===== src/rtl/wb_pkg.sv =====
// Shared Wishbone definitions for the two-master arbiter slice.
//  - Data/select widths for the 32-bit Wishbone ports.
//  - Arbiter FSM state type.
//  - pick_master: round-robin choice between two cycle requests.
package wb_pkg;

  localparam int WB_DATA_WIDTH = 32;
  localparam int WB_SEL_WIDTH  = 4;

  typedef enum logic [1:0] {
    IDLE = 2'd0,
    OWN0 = 2'd1,
    OWN1 = 2'd2,
    TURN = 2'd3
  } arb_state_t;

  // Returns the index of the master to grant. On a tie the master that was
  // not served last wins; otherwise the single requester wins.
  function automatic logic pick_master(input logic req0, input logic req1, input logic last);
    logic idx;
    if (req0 && req1) begin
      idx = ~last;
    end else if (req1) begin
      idx = 1'b1;
    end else begin
      idx = 1'b0;
    end
    return idx;
  endfunction

endpackage


===== src/rtl/wb_outstanding_cnt.sv =====
// Saturating up/down counter of accepted-but-unacknowledged requests.
// Ports:
//  i_clk    clock
//  i_rst_n  synchronous reset, active low
//  i_clr    synchronous clear (bus cycle aborted or not owned)
//  i_inc    one request accepted this cycle
//  i_dec    one ack consumed this cycle
//  o_full   count equals MAX_COUNT
//  o_empty  count equals zero
module wb_outstanding_cnt
  import wb_pkg::*;
#(
  parameter int MAX_COUNT = 4
) (
  input  logic i_clk,
  input  logic i_rst_n,
  input  logic i_clr,
  input  logic i_inc,
  input  logic i_dec,
  output logic o_full,
  output logic o_empty
);

  localparam int            CW    = $clog2(MAX_COUNT + 1);
  localparam logic [CW-1:0] MAX_C = CW'(MAX_COUNT);

  logic [CW-1:0] cnt_r;

  // Count state: clear wins, simultaneous inc/dec cancel, never wraps.
  always_ff @(posedge i_clk) begin
    if (!i_rst_n) begin
      cnt_r <= {CW{1'b0}};
    end else if (i_clr) begin
      cnt_r <= {CW{1'b0}};
    end else if (i_inc && !i_dec && (cnt_r != MAX_C)) begin
      cnt_r <= cnt_r + CW'(1);
    end else if (i_dec && !i_inc && (cnt_r != {CW{1'b0}})) begin
      cnt_r <= cnt_r - CW'(1);
    end else begin
      cnt_r <= cnt_r;
    end
  end

  // Flags decoded from the registered count.
  always_comb begin
    o_full  = (cnt_r == MAX_C);
    o_empty = (cnt_r == {CW{1'b0}});
  end

endmodule


===== src/rtl/wb_arbiter2.sv =====
// Two-master round-robin arbiter for pipelined Wishbone.
// Ownership is granted per bus cycle (cyc assertion) and never pre-empted.
// Each owner's outstanding requests are capped at MAX_OUTSTANDING so that
// acks can be routed back to the owner without a tag.
// Ports:
//  i_clk, i_rst_n                 clock, synchronous active-low reset
//  i_mN_wb_*  / o_mN_wb_*         master N (N = 0,1) Wishbone slave-side port
//  o_s_wb_*   / i_s_wb_*          shared Wishbone master-side port to the slave
module wb_arbiter2
  import wb_pkg::*;
#(
  parameter int WB_ADDR_WIDTH   = 30,
  parameter int MAX_OUTSTANDING = 4
) (
  input  logic                     i_clk,
  input  logic                     i_rst_n,
  // master 0
  input  logic                     i_m0_wb_cyc,
  input  logic                     i_m0_wb_stb,
  output logic                     o_m0_wb_stall,
  output logic                     o_m0_wb_ack,
  input  logic                     i_m0_wb_we,
  input  logic [WB_ADDR_WIDTH-1:0] i_m0_wb_addr,
  input  logic [WB_DATA_WIDTH-1:0] i_m0_wb_data,
  input  logic [WB_SEL_WIDTH-1:0]  i_m0_wb_sel,
  output logic [WB_DATA_WIDTH-1:0] o_m0_wb_data,
  // master 1
  input  logic                     i_m1_wb_cyc,
  input  logic                     i_m1_wb_stb,
  output logic                     o_m1_wb_stall,
  output logic                     o_m1_wb_ack,
  input  logic                     i_m1_wb_we,
  input  logic [WB_ADDR_WIDTH-1:0] i_m1_wb_addr,
  input  logic [WB_DATA_WIDTH-1:0] i_m1_wb_data,
  input  logic [WB_SEL_WIDTH-1:0]  i_m1_wb_sel,
  output logic [WB_DATA_WIDTH-1:0] o_m1_wb_data,
  // slave
  output logic                     o_s_wb_cyc,
  output logic                     o_s_wb_stb,
  input  logic                     i_s_wb_stall,
  input  logic                     i_s_wb_ack,
  output logic                     o_s_wb_we,
  output logic [WB_ADDR_WIDTH-1:0] o_s_wb_addr,
  output logic [WB_DATA_WIDTH-1:0] o_s_wb_data,
  output logic [WB_SEL_WIDTH-1:0]  o_s_wb_sel,
  input  logic [WB_DATA_WIDTH-1:0] i_s_wb_data
);

  arb_state_t state_r;
  logic       last_r;       // index of the master served most recently
  logic       pick_s;
  logic       own_any_s;
  logic       own_cyc_s;
  logic       own_stb_s;
  logic       full_s;
  logic       empty_s;
  logic       mst_stall_s;
  logic       ack_ok_s;
  logic       accept_s;
  logic       clr_s;

  // Arbiter FSM: grant is registered, so cyc seen in IDLE yields slave cyc
  // one cycle later; TURN forces one dead bus cycle between owners.
  always_ff @(posedge i_clk) begin
    if (!i_rst_n) begin
      state_r <= IDLE;
      last_r  <= 1'b1;
    end else begin
      case (state_r)
        IDLE: begin
          if (i_m0_wb_cyc || i_m1_wb_cyc) begin
            state_r <= pick_s ? OWN1 : OWN0;
            last_r  <= pick_s;
          end else begin
            state_r <= IDLE;
            last_r  <= last_r;
          end
        end
        OWN0: begin
          state_r <= i_m0_wb_cyc ? OWN0 : TURN;
          last_r  <= last_r;
        end
        OWN1: begin
          state_r <= i_m1_wb_cyc ? OWN1 : TURN;
          last_r  <= last_r;
        end
        TURN: begin
          state_r <= IDLE;
          last_r  <= last_r;
        end
        default: begin
          state_r <= IDLE;
          last_r  <= last_r;
        end
      endcase
    end
  end

  // Round-robin choice for the next grant.
  always_comb begin
    pick_s = pick_master(i_m0_wb_cyc, i_m1_wb_cyc, last_r);
  end

  // Request mux from the owning master; nothing is driven when unowned.
  always_comb begin
    own_any_s   = 1'b0;
    own_cyc_s   = 1'b0;
    own_stb_s   = 1'b0;
    o_s_wb_we   = 1'b0;
    o_s_wb_addr = {WB_ADDR_WIDTH{1'b0}};
    o_s_wb_data = {WB_DATA_WIDTH{1'b0}};
    o_s_wb_sel  = {WB_SEL_WIDTH{1'b0}};
    case (state_r)
      OWN0: begin
        own_any_s   = 1'b1;
        own_cyc_s   = i_m0_wb_cyc;
        own_stb_s   = i_m0_wb_stb;
        o_s_wb_we   = i_m0_wb_we;
        o_s_wb_addr = i_m0_wb_addr;
        o_s_wb_data = i_m0_wb_data;
        o_s_wb_sel  = i_m0_wb_sel;
      end
      OWN1: begin
        own_any_s   = 1'b1;
        own_cyc_s   = i_m1_wb_cyc;
        own_stb_s   = i_m1_wb_stb;
        o_s_wb_we   = i_m1_wb_we;
        o_s_wb_addr = i_m1_wb_addr;
        o_s_wb_data = i_m1_wb_data;
        o_s_wb_sel  = i_m1_wb_sel;
      end
      default: begin
        own_any_s = 1'b0;
      end
    endcase
  end

  // Slave handshake and owner/non-owner stall and ack routing.
  // stb without cyc is ignored, and stb is withheld at the outstanding cap.
  always_comb begin
    o_s_wb_cyc    = own_cyc_s;
    o_s_wb_stb    = own_cyc_s && own_stb_s && !full_s;
    mst_stall_s   = i_s_wb_stall || full_s;
    ack_ok_s      = own_any_s && i_s_wb_ack && !empty_s;
    accept_s      = o_s_wb_stb && !i_s_wb_stall;
    // Clearing whenever the owned cycle is not active aborts on cyc drop.
    clr_s         = !own_cyc_s;
    o_m0_wb_stall = (state_r == OWN0) ? mst_stall_s : 1'b1;
    o_m1_wb_stall = (state_r == OWN1) ? mst_stall_s : 1'b1;
    o_m0_wb_ack   = (state_r == OWN0) && ack_ok_s;
    o_m1_wb_ack   = (state_r == OWN1) && ack_ok_s;
    o_m0_wb_data  = i_s_wb_data;
    o_m1_wb_data  = i_s_wb_data;
  end

  wb_outstanding_cnt #(
    .MAX_COUNT (MAX_OUTSTANDING)
  ) u_cnt (
    .i_clk   (i_clk),
    .i_rst_n (i_rst_n),
    .i_clr   (clr_s),
    .i_inc   (accept_s),
    .i_dec   (ack_ok_s),
    .o_full  (full_s),
    .o_empty (empty_s)
  );

endmodule


===== config.mk =====
export PLATFORM = sky130hd
export DESIGN_NAME = wb_arbiter2
export DESIGN_NICKNAME = d
export VERILOG_FILES = /design/src/rtl/wb_pkg.sv /design/src/rtl/wb_outstanding_cnt.sv /design/src/rtl/wb_arbiter2.sv
export SDC_FILE = /design/constraint.sdc
export NUM_CORES = 1
export LEC_CHECK = 0
export CAP_MARGIN = 20
export CORE_AREA = 2 2 121 123
export CTS_CLUSTER_SIZE = 25
export DETAILED_ROUTE_END_ITERATION = 6
export DIE_AREA = 0 0 123 125
export PLACE_DENSITY = 0.53
export SLEW_MARGIN = 20
export SYNTH_ARGS = -nofsm -noshare
export SYNTH_HDL_FRONTEND = slang
export SYNTH_HIERARCHICAL = 1
export SYNTH_SLANG_ARGS = --single-unit

===== constraint.sdc =====
create_clock -name i_clk -period 3.2 [get_ports i_clk]
set_input_delay 0.64 -clock i_clk [delete_from_list [all_inputs] [get_ports i_clk]]
set_output_delay 0.64 -clock i_clk [all_outputs]
set_load 0.02 [all_outputs]

==> results of run 1 <==
==> routing by layer <==
| layer | up-vias | wire, um | GRT usage |
|---|---|---|---|
| li1 | 1201 | - | - |
| met1 | 1086 | 3400 | 0.112 |
| met2 | 141 | 4020 | 0.181 |
| met3 | 16 | 897 | 0.0237 |
| met4 | 0 | 82 | 0.0174 |
| met5 | - | 0 | 0 |
==> synth_stat cells, drive strengths merged, types with 3 or more instances <==
| cell type | instances | share of area |
|---|---|---|
| a22oi | 68 | 0.25 |
| buf | 82 | 0.29 |
| clkbuf | 6 | 0.011 |
| dfxtp | 6 | 0.058 |
| ha | 5 | 0.030 |
| inv | 6 | 0.011 |
| nand2 | 7 | 0.016 |
| nor2 | 5 | 0.0091 |
| nor2b | 70 | 0.21 |
| o21ai | 3 | 0.0072 |
==> worst max-delay path, delay by kind of cell <==
kind | cells | cell delay, ns
AOI/OAI and AO/OA | 1 | 0.17
buffers and inverters | 2 | 1.19
and+or+nand+nor | 2 | 0.25
==> power breakdown <==
group | internal, W | switching, W
sequential | 0.0000873 | 0.00000833
clock | 0.000160 | 0.0000429
combinational | 0.000930 | 0.000891
==> sequential cells by signal, summed over array words and instances, names as in the netlist <==
signal	flops
u_cnt/cnt_r	3
state_r	2
last_r	1
==> worst paths after layout <==
path,start,end,slack (ns),cells after the start
worst max register to register,state_r[1]$_SDFF_PN0_,u_cnt/cnt_r[2]$_SDFFE_PP0P_,0.55,11
worst min register to register,u_cnt/cnt_r[1]$_SDFFE_PP0P_,u_cnt/cnt_r[1]$_SDFFE_PP0P_,0.50,2
worst max-delay path,i_m1_wb_cyc,o_s_wb_stb,0.30,5
worst min-delay path,u_cnt/cnt_r[1]$_SDFFE_PP0P_,u_cnt/cnt_r[1]$_SDFFE_PP0P_,0.50,2
==> metrics by stage <==
stage               area [um^2]  setup slack (ns)
floorplan                  2070             0.662
global placement           3950             0.195
detailed placement         3950             0.177
CTS                        4020             0.286
global route               4020             0.172
finish                     4020             0.301
==> kinds of logic (layout without fill, tap and decap cells) <==
logic type / after synthesis / in the layout
buf+inv: 94 / 231
simple gates: 92 / 92
compound gates: 82 / 82
fa+ha+maj: 6 / 6
flops: 6 / 6
xor+xnor: 3 / 3
==> cell type report <==
| cell class | instances | area share |
|---|---|---|
| Timing Repair Buffer | 222 | 0.560 |
| Multi-Input combinational cell | 183 | 0.329 |
| Tap cell | 184 | 0.0572 |
| Sequential cell | 6 | 0.0299 |
| Clock buffer | 3 | 0.0187 |
| Inverter | 6 | 0.00560 |
==> results.ini, run 1 <==
[status]
outcome = finished clean

[timing]
rsz0062_at_grt = no
max_slew.worst_pin.slew_ns = 0.349
setup_viol = 0
slew_headroom = 0.767
setup_tns_ns = 0
drv_slew = 0
whs_ns = 0.502
finalCritPeriodShare = 0.906
finalHoldViolations = 0
fmax_mhz = 345
fin_crit_ns = 2.90
finClkSkew_ns = 0.000889

[global_route]
grt_start_max_net_pins = 40
grt_pass1_vias = 2417
track_usage = 0.0972
antenna_found_initial = 0
grt_overflow = 0
grt_pass1_wl_um = 12200

[synthesis]
synth_cells = 283
synth_area_mm2 = 0.00207
synth_xor_area_frac = 0.0127
synth-compound-area-share = 0.308
synth_ff_type = dfxtp_1
synthAdderAreaFrac = 0.0399
async_flop_share = 0
seq_area_frac_synth = 0.0580
synth_warnings = 6
synth_top_family_by_area = compound AO/OA/AOI/OAI gates
synth_cell_type_count = 35
synthMuxAreaShare = 0
ys_ff_latch = 6
syn_area_per_cell_um2 = 7.32
synth_edf_count = 0
synthesis.nets = 463
synth-simple-area-share = 0.274

[critical_path]
cp_slowest_stage_delay_ns = 0.63
worstSetupEndpointType = primary output
required_ns = 2.56
arrival_ns = 2.26
critical_path.max_fanout = 5
path_cells = clkdlybuf4s50_1 > a22o_4 > nand2_4 > nor3_1 > clkdlybuf4s50_1
crit_path_frequent_cell = clkdlybuf4s50_1
worstSetupPathType = input pin to primary output
critPathLaunchType = input pin
slowest_stage = clkdlybuf4s50_1

[die]
chipWidth_um = 123
dieArea_mm2 = 0.0154
core_mm2 = 0.0142
die_h_um = 125
initial_core_util = 0.146
io_pins = 311
rows = 44

[clock_tree]
cts_resized = 0
clkSinkCount = 6
cts_hold_buf = 0
cts_made_buffers = 3
clk_path_buf_depth = 2
tritoncts = built
cts-htree-levels = 1
post_cts_buffers = 0
insertion_delay_ns = 0.23
cts.clk_slew.worst_paths_ns = 0.03
cts_root_buffer = clkbuf_16

[route]
wl_um = 8400
vias_per_cell = 4.05
drt_iter0_drc = 44
vias = 2444
ant_nets = 0
route.detailed.drc = 0
routedWlPerCell_um = 13.9
first_pass_iters = 4

[finish]
diodes = 0
fillers = 1541
final_common_cell = clkdlybuf4s50_1
drive_gt1_frac = 0.0452
multi_input_area_mm2 = 0.00132
seq_area_um2 = 120
layoutNonFillerInstCount = 604
num-nets-final = 602
syn_to_final_growth_pct = 94.2
mostFrequentLayoutCells = clkdlybuf4s50_1 (214), nor2b_1 (70), a22oi_1 (67)
final_core_util = 0.283

[pwr]
powerDensity_mw_per_mm2 = 527
p_total_w = 0.00212
ir_drop_mv = 0.203
leakage_nw = 1.33

[placement]
dpl.hpwl_um = 6740
gp_congestion = 0.817
place_inst = 601
io_buffers = 214

[worst_hold_path]
min_path_type = register to register

[flow_run]
cap_violations = 0

No activity file was read; power rests on OpenSTA's default activity.
==> run 2, diff against run 1 <==
--- a/config.mk
+++ b/config.mk
@@ -11,6 +11,7 @@
 export DETAILED_ROUTE_END_ITERATION = 6
 export DIE_AREA = 0 0 123 125
 export PLACE_DENSITY = 0.53
+export REMOVE_ABC_BUFFERS = 1
 export SLEW_MARGIN = 20
 export SYNTH_ARGS = -nofsm -noshare
 export SYNTH_HDL_FRONTEND = slang
==> results.ini, run 2 (synthesized netlist as in run 1, its figures left out) <==
[status]
outcome = finished clean

[global_route]
grt_pass1_vias = 2591
grt_pass1_wl_um = 16000
track_usage = 0.138
grt_overflow = 0
antenna_found_initial = 0
grt_start_max_net_pins = 40

[pwr]
p_clk_frac = 0.096
power_frac_comb = 0.857
ir_drop_mv = 0.193
swShare = 0.454
leakage_nw = 1.32
p_int_w = 0.00113
switching_power_w = 0.000943
powerDensity_mw_per_mm2 = 521
seqPwrFrac = 0.047

[die]
io_pins = 311
rows = 44
core_mm2 = 0.0142
initial_core_util = 0.146
chipWidth_um = 123
dieArea_mm2 = 0.0154
die_h_um = 125

[finish]
final_core_util = 0.280
reg_top3 = u_cnt/cnt_r: 3 flops, state_r: 2 flops, last_r: 1 flops
max_flop_register = u_cnt/cnt_r
drive_gt1_frac = 0.0452
fin_area_mm2 = 0.00398
num-nets-final = 602
syn_to_final_growth_pct = 92.4
diodes = 0
final_common_cell = clkdlybuf4s50_1
largest_reg_flops = 3
layoutNonFillerInstCount = 604
mostFrequentLayoutCells = clkdlybuf4s50_1 (214), nor2b_1 (70), a22oi_1 (67)

[timing]
finalCritPeriodShare = 0.921
fmax_mhz = 339
finalHoldViolations = 0
max_slew.worst_pin.slew_ns = 0.420
drv_slew = 0
slew_headroom = 0.720
fin_ws_ns = 0.253
finClkSkew_ns = 0.00197
setup_viol = 0
whs_ns = 0.514
fin_crit_ns = 2.95
rsz0062_at_grt = no

[route]
route.detailed.drc = 0
vias = 2670
drt_iter0_drc = 126
routedWlPerCell_um = 19.4
wl_um = 11700
vias_per_cell = 4.42
first_pass_iters = 4
ant_nets = 0

[critical_path]
cp_top_family = buffers and inverters
crit_start = state_r[0]$_SDFF_PN0_
rr_worst_depth = 12
slowest_stage = clkdlybuf4s50_1
path_cells = inv_1 > ha_2 > buf_4 > a22oi_1 > nor2b_1 > clkdlybuf4s50_1
regToRegSetupSlack_ns = 0.47
critical_path.max_fanout = 34
worstSetupEndpointType = primary output
critPathLaunchType = register
cp.buffers_inverters = 3
cp_slowest_stage_delay_ns = 0.62
r2r-end = u_cnt/cnt_r[2]$_SDFFE_PP0P_
worstSetupPathType = register to primary output
required_ns = 2.56
rr_startpoint = state_r[1]$_SDFF_PN0_
crit_cells = 6
arrival_ns = 2.31

[placement]
io_buffers = 214
dpl.hpwl_um = 9490
place_inst = 601
place_ws_ns = 0.153
placed_area_mm2 = 0.00391
gp_congestion = 0.803

[clock_tree]
clk_path_buf_depth = 2
cts_hold_buf = 0
cts_made_buffers = 3
cts-htree-levels = 1
clkSinkCount = 6
cts_resized = 0
insertion_delay_ns = 0.23
post_cts_buffers = 0
tritoncts = built
cts_root_buffer = clkbuf_16
cts.clk_slew.worst_paths_ns = 0.03

[worst_hold_path]
worst_hold_path.endpoint = u_cnt/cnt_r[1]$_SDFFE_PP0P_
hp-start = u_cnt/cnt_r[1]$_SDFFE_PP0P_
min_path_type = register to register
holdPathStages = 2

[flow_run]
cap_violations = 0

## run 2: cell counts in the layout (fill, tap and decap cells not counted)
No cell type changed its count.
## run 2: through the flow
| step | power (W) | setup TNS, ns |
|---|---|---|
| after floorplan | 0.00107 | -0.726 |
| after CTS | 0.00211 | 0 |
| after detailed placement | 0.00190 | 0 |
| after global routing | 0.00222 | 0 |
| final | 0.00208 | 0 |
| after global placement | 0.00189 | 0 |
## run 2: power by group through the flow
| stage | clock network, W | registers (W) | logic [W] |
|---|---|---|---|
| 2_1_floorplan | 0 | 0.0000947 | 0.000973 |
| 3_3_place_gp | 0 | 0.0000960 | 0.00180 |
| 3_5_place_dp | 0 | 0.0000978 | 0.00181 |
| 4_1_cts | 0.000204 | 0.0000967 | 0.00181 |
| 5_1_grt | 0.000209 | 0.0000984 | 0.00191 |
| 6_report | 0.000199 | 0.0000968 | 0.00178 |
## run 2: worst register-to-register path: stages, from the launching register on
cell,delay (ns)
dfxtp_1,0.32
inv_1,0.10
ha_2,0.22
buf_12,0.20
a22o_4,0.16
nand2_4,0.07
nor4_4,0.23
and2b_1,0.19
o21ai_1,0.09
fa_1,0.41
nor3b_1,0.31
a221o_1,0.21
o211a_1,0.15
## run 2: final cells by class
cell class / instances / area, um^2
clock buffer: 3 / 75.1
fill: 1514 / 10200
inverter: 6 / 22.5
multi-input combinational: 183 / 1320
sequential: 6 / 120
tap: 184 / 230
timing repair buffer: 222 / 2210
## run 2: per-layer routing
metal / vias up / share of wire / wire, um / global-route usage
met3: 6 / 0.17 / 2040 / 0.101
li1: 1204 / - / - / -
met2: 208 / 0.45 / 5230 / 0.217
met4: 2 / 0.0055 / 64 / 0.0147
met1: 1250 / 0.37 / 4290 / 0.149
met5: - / 0.0078 / 92 / 0.0757
## run 2: worst max-delay path by stage
stage                                             end  slack (ns)
after global routing                   o_s_wb_addr[4]        0.10
after global placement    u_cnt/cnt_r[2]$_SDFFE_PP0P_        0.21
final                                 o_s_wb_data[15]        0.25
after detailed placement  u_cnt/cnt_r[2]$_SDFFE_PP0P_        0.15
after CTS                             o_s_wb_data[12]        0.23
after floorplan           u_cnt/cnt_r[2]$_SDFFE_PP0P_       -0.49
